===== src/rtl/demux_router.sv =====
// demux_router: routes a valid/ready word stream to one of NOUT channels through a 2-entry skid buffer
// Ports: clk, rst_n (async active-low); in_valid/in_ready/in_data/in_sel input stream;
//        out_valid (one-hot per channel), out_ready, shared out_data;
//        xfer_count (wrapping output handshakes), drop_count (saturating out-of-range drops)
module demux_router #(
    parameter int DATA_W = 16,
    parameter int NOUT   = 4,
    parameter int SEL_W  = 2
) (
    input  logic              clk,
    input  logic              rst_n,
    input  logic              in_valid,
    output logic              in_ready,
    input  logic [DATA_W-1:0] in_data,
    input  logic [SEL_W-1:0]  in_sel,
    output logic [NOUT-1:0]   out_valid,
    input  logic [NOUT-1:0]   out_ready,
    output logic [DATA_W-1:0] out_data,
    output logic [15:0]       xfer_count,
    output logic [7:0]        drop_count
);
    typedef enum logic [1:0] {EMPTY, ONE, TWO} state_t;
    state_t            state;
    logic [DATA_W-1:0] skid_data;
    logic [SEL_W-1:0]  skid_sel;
    logic              in_range, acc, drop, pop;
    // out_valid doubles as the head register's valid bit and its decoded select
    assign in_range = int'(in_sel) < NOUT;
    assign acc      = in_valid & in_ready & in_range;
    assign drop     = in_valid & in_ready & ~in_range;
    assign pop      = |(out_valid & out_ready);
    function automatic logic [NOUT-1:0] dec(input logic [SEL_W-1:0] s);
        return NOUT'(1) << s;
    endfunction
    always_ff @(posedge clk or negedge rst_n) begin
        if (!rst_n) begin
            state      <= EMPTY;
            in_ready   <= 1'b0;
            out_valid  <= '0;
            out_data   <= '0;
            skid_data  <= '0;
            skid_sel   <= '0;
            xfer_count <= '0;
            drop_count <= '0;
        end else begin
            xfer_count <= xfer_count + 16'(pop);
            if (drop && drop_count != 8'hFF) drop_count <= drop_count + 8'd1;
            case (state)
                EMPTY: begin
                    in_ready <= 1'b1;
                    if (acc) begin
                        state     <= ONE;
                        out_valid <= dec(in_sel);
                        out_data  <= in_data;
                    end
                end
                ONE: begin
                    if (acc && pop) begin
                        out_valid <= dec(in_sel);
                        out_data  <= in_data;
                    end else if (acc) begin
                        state     <= TWO;
                        skid_data <= in_data;
                        skid_sel  <= in_sel;
                        in_ready  <= 1'b0;
                    end else if (pop) begin
                        state     <= EMPTY;
                        out_valid <= '0;
                    end
                end
                default: begin
                    if (pop) begin
                        state     <= ONE;
                        out_valid <= dec(skid_sel);
                        out_data  <= skid_data;
                        in_ready  <= 1'b1;
                    end
                end
            endcase
        end
    end
endmodule


===== config.mk =====
export PLATFORM = sky130hd
export DESIGN_NAME = demux_router
export DESIGN_NICKNAME = d
export VERILOG_FILES = /design/src/rtl/demux_router.sv
export SDC_FILE = /design/constraint.sdc
export NUM_CORES = 1
export LEC_CHECK = 0
export CAP_MARGIN = 20
export CORE_MARGIN = 5
export CORE_UTILIZATION = 48
export CTS_CLUSTER_SIZE = 14
export DETAILED_ROUTE_END_ITERATION = 16
export GPL_TIMING_DRIVEN = 0
export PLACE_DENSITY = 0.84
export SLEW_MARGIN = 20
export SYNTH_ARGS = -nofsm -noshare
export SYNTH_HDL_FRONTEND = slang
export SYNTH_SLANG_ARGS = --single-unit

===== constraint.sdc =====
create_clock -name clk -period 2.17 [get_ports clk]
set_input_delay 0.434 -clock clk [delete_from_list [all_inputs] [get_ports clk]]
set_output_delay 0.434 -clock clk [all_outputs]
set_load 0.02 [all_outputs]

---- Word-level counts from Yosys, hierarchy flattened ----
Cells that the tools add are included.
storage, ports and cells
  register bits after elaboration ......... 57
  input bits .............................. 25
  output and inout bits ................... 45
  logic and storage cells ................. 50
operators by class
  add/sub/neg operators ................... 1
  eq/ne operators ......................... 8
  shift-type cells ........................ 2
  mux-type cells .......................... 20
  bitwise operators ....................... 3
  reductions and logical operators ........ 9
operators with widths
  cell                                                 number
  two-way mux 16 bit                                   3
  case mux 16 bit (2 select lines)                     1
  two-way mux 4 bit                                    5
  adder 16 x 1 -> 16 bit                               1
  two-way mux 2 bit                                    5
  != test 3 bit, second input constant                 3
  AND reduction 3 bit                                  3
  != test 2 bit, second input constant                 4
  case mux 4 bit (2 select lines)                      1
  AND reduction 4 bit                                  2
  left shift 1 x 2 -> 4 bit, first input constant      2
  AND 4 bit                                            1
  case mux 2 bit (2 select lines)                      1
  OR reduction 4 bit                                   1
  two-way mux 1 bit                                    3
  nonzero test 3 bit                                   1
  equality test 2 x 1 -> 1 bit, second input constant  1
  zero test 2 bit                                      1
  case mux 1 bit (2 select lines)                      1
  AND 1 bit                                            1
  logical AND 1 bit                                    1
  NOT 1 bit                                            1

---- Logic depth before layout (Yosys ltp) ----
  depth in word-level cells ............... 6
  mapped depth ............................ 10
  mapped depth without buffers ............ 9

---- Worst setup path before layout ----
No wires, ideal clock.
  path type ............................... register to register
  start ................................... register out_valid[1]
  end ..................................... register xfer_count[12]
  library setup time ...................... 0.131 ns
  arrival ................................. 1.888 ns
  required time ........................... 2.039 ns
  path slack .............................. 0.151 ns
  stages on the path, launching flop included .. 11
  path buffers ............................ 1
  clock period less this slack ............ 2.019 ns
  path through ............................ dfrtp_1 a22oi_2 and2_1 buf_4 inv_1 ha_1 ha_1 nand2_1 nor2_1 nand4_1 xnor2_1
between the ends
  word-level cells in the longest chain between the ends .. 3
RTL lines
  item                    line  text
  from (decl)             16    output logic [NOUT-1:0] out_valid,
  from (signal assigned)  53    out_valid <= dec(in_sel);
  from (signal assigned)  59    out_valid <= dec(in_sel);
  from (signal assigned)  74    out_valid <= dec(skid_sel);
  AND 4 bit               31    assign pop = |(out_valid & out_ready);
  OR reduction 4 bit      31
  adder 16 x 1 -> 16 bit  46    xfer_count <= xfer_count + 16'(pop);
  to (signal assigned)    46
  to (decl)               19    output logic [15:0] xfer_count,
Every way passes these cells.
A chain may end at the register's enable or synchronous reset.

---- Worst setup path after layout ----
  start ................................... input out_ready[1]
  end ..................................... register xfer_count[12]
between the ends
  word-level cells in the longest chain between the ends .. 3
RTL lines
  item                    line  text
  from (decl)             17    input logic [NOUT-1:0] out_ready,
  AND 4 bit               31
  OR reduction 4 bit      31
  adder 16 x 1 -> 16 bit  46
Every way passes these cells.

==> impl_metrics.ini <==
[timing]
worst_slack_ns = 0.0842
final.setup_skew_ns = 0.00501
hold_violations = 0
slew_headroom = 0.529
tightestPinTransition_ns = 0.707
setup_viol = 0
fin_crit_ns = 2.09
finalMaxSlewViolations = 0
period_share = 0.961
fmax_mhz = 479

[floorplanning]
io-pin-count = 70
fp.coreArea_um2 = 5470
row_count = 27
die_x_um = 84.8
dieArea_um2 = 7180
initial_utilization = 0.490
die_h_um = 84.8

[synth]
syn_area_um2 = 2680
synth_top_area_cell = dfrtp_1
ys_top_cells_by_count = dfrtp_1, nor2_1, a21oi_1
synth_edf_count = 0
yosysTopAreaCellShare = 0.532
synth.most_common_cell = dfrtp_1
ys_seq_area_frac = 0.532
syn_inst = 232
ys.warnings.count = 0
async_flop_share = 1.00
synth_area_per_cell_um2 = 11.6
synth_ff_type = dfrtp_1
synth_area_leaders = dfrtp_1, mux2i_1, mux2_4, mux2_2, a21oi_1
yosysUniqueCellTypes = 37
synth-seq-cells = 57

[drt]
drc = 0
drt_iter0_drc = 148
finalWirelength_um = 5410
ant_nets = 0
wl_per_cell_um = 13.9
dr.pass1.iters = 4
viasPerCell = 5.09
vias = 1980

[placed_design]
port_buffers = 59
place_inst = 370
dpl_cell_area_um2 = 3390
dpl.hpwl_um = 3840
place_ws_ns = -0.410
place_congestion = 0.829

[grt]
grt_pass1_wl_um = 9400
grt_max_degree = 58
grt_antenna_before_repair = 0
gr-total-overflow = 0
groute.usage.overall = 0.164
grt_pass1_vias = 2006

[worst_setup_path]
critPathArrivalTime_ns = 2.30
crit_fanout = 6
cp-start-kind = input pin
cp-end-kind = flop
cpPeakStageDelay_ns = 0.47
slowest_stage = clkdlybuf4s50_1
criticalPathCategory = in2reg
cp.required_ns = 2.39
path_common_cell = ha_1
reg2reg_depth = 10
cp_cell_sequence = clkdlybuf4s50_1 > a22oi_2 > and2_1 > buf_6 > clkinvlp_4 > ha_1 > ha_1 > nand2_2 > nor2_1 > nand4_1 > xnor2_1

[final_layout]
synthToLayoutAreaGrowth_pct = 34.9
final_util = 0.661
finalNonFillerCells = 389
num-nets-final = 340
postLayoutCellArea_um2 = 3620
antenna_cells = 0
drive_gt1_frac = 0.196

[clock_tree]
clock_latency_ns = 0.33
clk_pin_slew_ns = 0.07
clockBufferDepth = 2
htreeDepth = 3
cts.sinks = 57
cts_tree = built
cts-root-buf = clkbuf_8
numCtsBuffers = 9

[pwr]
powerDensity_nw_per_um2 = 1450
leakage_nw = 1.57
power.total_mw = 5.26
ir_drop_v = 0.000818

[flow_run]
drv_cap = 0

[run_status]
status = finished, final reports clean

[hold_path]
hp-class = in2async
-- worst paths after layout --
path                                     startpoint                        to  slack (ns)
max                                    out_ready[1]  xfer_count[12]$_DFF_PN0_        0.08
min                                           rst_n  out_valid[1]$_DFFE_PN0P_        0.15
max reg2reg                out_valid[1]$_DFFE_PN0P_  xfer_count[10]$_DFF_PN0_        0.24
min reg2reg                xfer_count[15]$_DFF_PN0_  xfer_count[15]$_DFF_PN0_        0.47
max in group asynchronous                     rst_n   out_data[8]$_DFFE_PN0P_        1.55
min in group clk           xfer_count[15]$_DFF_PN0_  xfer_count[15]$_DFF_PN0_        0.47
-- power by group --
| part | switching, mW | internal (mW) | total [mW] |
|---|---|---|---|
| Combinational | 1.24 | 1.22 | 2.46 |
| Sequential | 0.317 | 1.53 | 1.84 |
| Clock | 0.434 | 0.527 | 0.960 |
| Total | 1.99 | 3.27 | 5.26 |
-- logic make-up after synthesis --
family / after synthesis / synth area share
adder cells (fa/ha/maj): 3 / 0.0140
XOR/XNOR: 14 / 0.0457
other: 1 / 0.00140
buffers and inverters: 24 / 0.0518
flip-flops: 57 / 0.532
AO/OA/AOI/OAI: 36 / 0.0863
multiplexers: 35 / 0.152
AND/OR/NAND/NOR: 62 / 0.118
-- through the flow --
step,TNS (ns),hold slack [ns]
finish,0,0.146
global route,-0.00782,0.206
CTS,0,0.168
detailed placement,-4.41,0.464
global placement,-64.97,0.456
floorplan,0,0.138
-- placed cells by master (no fill, tap or decap), types with 12 or more instances in the layout --
master,synthesis,routed
clkdlybuf4s50_1,0,58
dfrtp_1,57,57
nor2_1,24,24
a21oi_1,20,20
mux2i_1,17,17
buf_4,9,12
-- cell type report --
class	count	area, µm²
Clock inverter	7	71.3
Fill cell	439	1850
Timing Repair Buffer	62	611
Clock buffer	9	124
Buffer	20	128
Multi-Input combinational cell	158	1150
Sequential cell	57	1430
Inverter	4	18.8
Tap cell	72	90.1
-- flip-flops by register name (all words and copies together) (netlist names) --
register	cells
in_ready	1
out_data	16
out_valid	4
skid_data	16
skid_sel	2
state	2
xfer_count	16
-- per-layer routing --
layer	part of all wire	GRT usage	vias up
li1	-	-	960
met4	0.0085	0.0489	0
met1	0.45	0.211	955
met3	0.079	0.0746	5
met2	0.47	0.248	60
met5	0	0	-
-- critical path: cells and delay by family --
kind / cells / cell delay, ns
adders and majority gates: 2 / 0.39
buffers and inverters: 3 / 0.69
xor gates and xnor gates: 1 / 0.14
AOI/OAI and AO/OA: 1 / 0.09
and+or+nand+nor: 4 / 0.55
-- repair_timing --
item                       in CTS  in global routing
setup endpoints to repair       7                  8
pin swaps                       1                  1
hold buffers                    0                  0
resized for setup               1                  3
cloned                          0                  0
setup buffers                   2                  1
No activity file was read; power rests on OpenSTA's default activity.
